<file path="config.mk">
export PLATFORM = sky130hd
export DESIGN_NAME = if_pc_gen
export DESIGN_NICKNAME = d
export VERILOG_FILES = /design/src/rtl/if_pc_gen_pkg.sv /design/src/rtl/if_pc_gen.sv
export SDC_FILE = /design/constraint.sdc
export NUM_CORES = 1
export LEC_CHECK = 0
export ABC_CLOCK_PERIOD_IN_PS = 3250
export BUFFER_PORTS_ARGS = -buffer_cell sky130_fd_sc_hd__buf_2
export CAP_MARGIN = 20
export CORE_ASPECT_RATIO = 0.6
export CORE_MARGIN = 2
export CORE_UTILIZATION = 57
export DETAILED_ROUTE_END_ITERATION = 10
export PLACE_DENSITY = 0.95
export SLEW_MARGIN = 40
export SYNTH_ARGS = -nofsm -noshare
export SYNTH_HDL_FRONTEND = slang
export SYNTH_SLANG_ARGS = --single-unit
</file>
<file path="constraint.sdc">
create_clock -name clk -period 3.25 [get_ports clk]
set_input_delay 0.325 -clock clk [delete_from_list [all_inputs] [get_ports clk]]
set_output_delay 0.325 -clock clk [all_outputs]
set_load 0.02 [all_outputs]
</file>
<file path="src/rtl/if_pc_gen_pkg.sv">
// Shared IF-stage constants: bus widths, chip-enable levels and the reset fetch address.
`timescale 1ns/1ps
package if_pc_gen_pkg;

  localparam int unsigned InstAddrW  = 32;
  localparam int unsigned StallW     = 6;

  localparam logic [InstAddrW-1:0] ZeroWord   = '0;
  localparam logic [InstAddrW-1:0] DefResetPc = 32'h0000_0000;

  localparam logic ChipEnable  = 1'b1;
  localparam logic ChipDisable = 1'b0;
  localparam logic Stop        = 1'b1;
  localparam logic NoStop      = 1'b0;

endpackage

</file>
<file path="src/rtl/if_pc_gen.sv">
// IF-stage fetch-address generator: sequential +4 stepping, flush/branch redirect,
// and a one-deep buffer for a branch resolved while IF is stalled.
`timescale 1ns/1ps
module if_pc_gen
  import if_pc_gen_pkg::*;
#(
  parameter int unsigned     ADDR_W   = InstAddrW,
  parameter int unsigned     STALL_W  = StallW,
  parameter logic [ADDR_W-1:0] RESET_PC = DefResetPc
) (
  input  logic               clk,
  input  logic               rst,
  input  logic [STALL_W-1:0] stall,
  input  logic               flush,
  input  logic [ADDR_W-1:0]  new_pc,
  input  logic               branch_flag_i,
  input  logic [ADDR_W-1:0]  branch_target_i,
  output logic [ADDR_W-1:0]  pc,
  output logic               ce
);

  logic              ce_q, ce_d;
  logic [ADDR_W-1:0] pc_q, pc_d;
  logic              pend_valid_q, pend_valid_d;
  logic [ADDR_W-1:0] pend_target_q, pend_target_d;

  logic [ADDR_W-1:0] new_pc_al;
  logic [ADDR_W-1:0] branch_target_al;
  logic              unused_stall;

  assign new_pc_al        = {new_pc[ADDR_W-1:2], 2'b00};
  assign branch_target_al = {branch_target_i[ADDR_W-1:2], 2'b00};
  assign unused_stall     = ^stall;

  // The pc update is gated by the registered ce, so the edge that enables
  // the ROM leaves pc at RESET_PC for one full fetch cycle.
  always_comb begin
    ce_d          = ChipEnable;
    pc_d          = pc_q;
    pend_valid_d  = pend_valid_q;
    pend_target_d = pend_target_q;
    if (ce_q == ChipEnable) begin
      if (flush) begin
        pc_d         = new_pc_al;
        pend_valid_d = 1'b0;
      end else if (stall[0] == Stop) begin
        if (branch_flag_i) begin
          pend_target_d = branch_target_al;
          pend_valid_d  = 1'b1;
        end
      end else if (branch_flag_i) begin
        pc_d         = branch_target_al;
        pend_valid_d = 1'b0;
      end else if (pend_valid_q) begin
        pc_d         = pend_target_q;
        pend_valid_d = 1'b0;
      end else begin
        pc_d = pc_q + ADDR_W'(4);
      end
    end
  end

  always_ff @(posedge clk or posedge rst) begin
    if (rst) begin
      ce_q          <= ChipDisable;
      pc_q          <= RESET_PC;
      pend_valid_q  <= 1'b0;
      pend_target_q <= '0;
    end else begin
      ce_q          <= ce_d;
      pc_q          <= pc_d;
      pend_valid_q  <= pend_valid_d;
      pend_target_q <= pend_target_d;
    end
  end

  assign pc = pc_q;
  assign ce = ce_q;

endmodule
</file>
Word-level counts from Yosys, hierarchy flattened
Index checks and enable logic that the tools add are counted.
{"block": "word_totals", "latch_bits": 0, "mem_bits_rw": 0, "ff_bits": 64, "output_inout_bits": 33, "mem_bits_ro": 0, "memories": 0}
{"block": "op_classes", "n_shift": 0, "n_bitwise": 1, "add_sub_neg": 1, "n_lt_le_gt_ge": 0, "div_mod_pow": 0, "n_eq_ne": 2, "n_reduce_logical": 3, "muxes": 7, "multipliers": 0}
{"op": "$mux 32", "n": 4}
{"op": "$add 32x3->32 const B", "n": 1}
{"op": "$reduce_and 2->1", "n": 2}
{"op": "$reduce_and 4->1", "n": 1}
{"op": "$mux 1", "n": 3}
{"op": "$ne 3x1->1 const B", "n": 1}
{"op": "$ne 2x1->1 const B", "n": 1}
{"op": "$not 1->1", "n": 1}

Depth between registers and ports, before layout
{"block": "logic_depth", "depth_word": 5, "depth_mapped": 8}

Least setup slack after synthesis
No wires, ideal clock.
{"block": "synth_path", "path_type": "reg2reg", "start": "reg pc_q[6], in the netlist pc[6]", "end": "reg pc_q[28], in the netlist pc[28]", "setup_slack_ps": 1258, "path_buffers": 1, "arrival_ps": 1921, "t_required_ps": 3179, "setup_ps": 71, "stages_incl_launch_ff": 7, "path_cell_list": "dfrtp_1 buf_6 nand4_4 nor4_4 nand4_1 or4_1 nand4_1"}
{"block": "synth_via", "elab_chain_len": 5}
{"item": "start: declaration", "line_no": "if_pc_gen.sv:23", "text": "logic [ADDR_W-1:0] pc_q, pc_d;"}
{"item": "start signal: assignment", "line_no": "if_pc_gen.sv:71", "text": "pc_q <= pc_d;"}
{"item": "$add 32x3->32", "line_no": "if_pc_gen.sv:58", "text": "pc_d = pc_q + ADDR_W'(4);"}
{"item": "$mux 32", "line_no": "if_pc_gen.sv:54", "text": "end else if (pend_valid_q) begin"}
{"item": "$mux 32", "line_no": "if_pc_gen.sv:51", "text": "end else if (branch_flag_i) begin"}
{"item": "$mux 32", "line_no": "if_pc_gen.sv:46", "text": "end else if (stall[0] == Stop) begin"}
{"item": "$mux 32", "line_no": "if_pc_gen.sv:43", "text": "if (flush) begin"}
No other way between the ends. The select of a mux whose other input is x is not followed.
A chain may end at the register's enable or synchronous reset.

Worst setup path after layout
{"block": "layout_path", "start": "reg pc_q[2], in the netlist pc[2]", "end": "reg pc_q[28], in the netlist pc[28]"}
The elaborated chain is that of the path after synthesis.

==> results by group <==
Status
  • Outcome: completed

Floorplan
  • Core Area: 6280 um^2
  • Ports: 107
  • Die W: 109 um
  • Row cnt: 22
  • Die area: 7350 um^2
  • Initial core utilization: 60.5%
  • Die Span Y: 67.2 um

Cells and area
  • Most frequent cells in the layout: buf_2, dfrtp_1, nand2_1
  • Syn-to-layout area delta: 18.1%
  • # nets final: 573
  • Layout fillers: 461
  • Commonest non-fill, non-tap cell in the layout: buf_2
  • Ant diodes: 0
  • Share of cells above drive strength 1: 32.2%

Power
  • Comb pwr share: 26.5%
  • Switching pwr: 816 uW
  • Flop pwr share: 47.5%
  • Clock Power Share: 26.0%
  • Power Dens Cells: 510 nW/um^2
  • Peak supply drop: 0.293 mV
  • Switch share: 35.7%
  • Static Leakage: 0.00200 uW
  • Internal: 1470 uW

CTS
  • Post-CTS Setup Bufs: 0
  • CTS max path bufs: 2
  • CTS buffer count: 9
  • Clk root buf: clkbuf_8
  • CTS resizes: 0
  • Clk pin slew, worst setup/hold paths: 0.07 ns
  • Post-CTS Hold Buffers: 0
  • CTS tree: built
  • Insertion delay to the later sink of the worst-skew pair: 0.35 ns
  • Num Clock Sinks: 62
  • H-tree levels: 3

Detailed routing
  • TritonRoute pass-1 iters: 5
  • Vias: 3,870
  • Wirelength, routed: 11.4 mm
  • DR vias/cell: 6.59
  • Drt drc: 0
  • Routed len/inst: 19.4 um
  • Initial DRC Count: 413
  • ANT nets after route: 0

Synth
  • Sequential area share after synthesis: 40.9%
  • Synth Area per Inst: 9.31 um^2
  • Synth Flop Type: dfrtp_1
  • Cells after Synth: 408
  • Post-synth EDFFs: 0
  • Cell area after synthesis: 3800 um^2
  • Yosys warns: 0
  • FF+latch count, synth: 62
  • Synth unique cells: 61
  • Synth async-reset ratio: 100%

Critical path
  • CP Capture Type: flop
  • Cells along the critical path: ha_1, nand4_1, nor4_4, nand4_1, or4_1, nand4_1
  • Slowest stage cell, crit path: or4_1
  • Crit-path leading delay family: simple AND/OR/NAND/NOR gates
  • Worst Setup Path Type: flop to flop
  • Critical path launch point: pc[2]$_DFFE_PP0P_
  • CP max stage delay: 0.51 ns
  • WP data required: 3.53 ns
  • Critical Path Source Type: flop
  • Worst path most repeated cell: nand4_1
  • CP bufs+invs: 0
  • Crit path max fanout: 9
  • R2R Path Start: pc[2]$_DFFE_PP0P_
  • Worst EP arrival: 2.63 ns

Timing
  • Final Max Tran Viols: 0
  • Final Setup Violations: 0
  • Fin crit period: 2.34 ns
  • Slew of the pin with the lowest slew margin: 0.814 ns
  • RSZ-0062 raised after global routing: no
  • Final period util: 72.1%
  • Clk_skew: 0.00829 ns
  • Hold Violations, Final: 0
  • Post-Route Setup TNS: 0 ns
  • Setup WS post-layout: 0.906 ns
  • Max Freq: 427 MHz
  • Max-slew headroom: 45.8%

Global routing
  • Grt total ovfl: 0
  • First-pass GRT wire length: 18.2 mm
  • Pin count of the biggest net entering global routing: 43
  • GRT Total Usage: 33.0%
  • Vias in the first global route: 3,762
  • Initial antenna violation count: 0

Run
  • Max-cap violations: 0

Placement
  • Input/output buffers: 95
  • GP Congestion: 0.971
  • Setup WS pre-CTS: 0.949 ns
  • Final HPWL DP: 8.02 mm

Worst hold path
  • Hold Crit Class: input port to async pin
-- cell families after synthesis --
kind of cell / synth area share [%]
and+or+nand+nor: 20.9
AOI/OAI and AO/OA: 20.7
DFF: 40.9
muxes: 10.2
buffers and inverters: 4.68
xor gates and xnor gates: 2.08
other: 0.198
adders and majority gates: 0.329
-- flip-flops by register name, summed over array words and instances, names as in the netlist --
name and cells:
pc 30, pend_target_q 30, ce 1, pend_valid_q 1
-- per-layer routing --
layer | track usage, % | vias to the layer above | wire length [um]
met3 | 7.63 | 37 | 1290
met4 | 16.0 | 0 | 261
li1 | - | 1694 | -
met2 | 52.6 | 275 | 5210
met5 | 0 | - | 0
met1 | 42.9 | 1864 | 4650
-- cells in the mapped netlist (6+ instances only) --
cell type  instances  area (um^2)
dfrtp_1           62         1550
nand2_1           47          176
o21ai_0           33          165
mux2_2            30          338
nor2_1            26         97.6
a21oi_1           22          110
clkbuf_1          19         71.3
a31oi_1           13         81.3
nand2b_1          13         81.3
nand3_1           13         65.1
nand4_1            9         56.3
o31ai_1            8         60.1
xor2_1             8         70.1
or3_1              7         43.8
a211oi_1           6         45.0
a221o_1            6         60.1
and3_1             6         37.5
-- cell type report --
cell class | instances | area (um^2) | area share [%]
clock inverters | 4 | 22.5 | 0.502
inverters | 5 | 26.3 | 0.586
clock buffers | 12 | 145 | 3.24
multi-input cells | 314 | 2070 | 46.3
repair buffers | 106 | 558 | 12.4
well taps | 84 | 105 | 2.34
flip-flops and latches | 62 | 1550 | 34.6
-- worst paths after layout --
| kind | to | slack, ns | cells past startpoint |
|---|---|---|---|
| min | pc[23]$_DFFE_PP0P_ | 0.09 | 2 |
| max reg2reg | pc[28]$_DFFE_PP0P_ | 0.91 | 6 |
| min in group clk | pend_target_q[3]$_DFFE_PP0P_ | 0.22 | 2 |
| max | pc[28]$_DFFE_PP0P_ | 0.91 | 6 |
| max in group asynchronous | pc[17]$_DFFE_PP0P_ | 2.27 | 3 |
| min reg2reg | pend_target_q[26]$_DFFE_PP0P_ | 0.50 | 1 |
-- stage by stage --
| stage | instance area [um^2] | hold WS, ns | power [uW] | std cells | utilization [%] |
|---|---|---|---|---|---|
| 4_1_cts | 4480 | 0.116 | 2280 | 587 | 71.4 |
| 5_1_grt | 4480 | 0.143 | 2400 | 587 | 71.4 |
| 3_5_place_dp | 4320 | 0.482 | 1680 | 571 | 68.8 |
| 2_1_floorplan | 3800 | 0.470 | 1460 | 409 | - |
| 6_report | 4480 | 0.0905 | 2280 | 587 | 71.4 |
| 3_3_place_gp | 4310 | 0.470 | 1640 | 571 | 68.7 |
-- power groups by stage --
stage	clock network (uW)	logic [uW]	registers, uW
floorplan	0	343	1120
global placement	0	566	1070
detailed placement	0	593	1090
CTS	600	601	1070
global route	634	659	1100
finish	594	605	1090
Note: power is estimated with default switching activity, not from simulation.
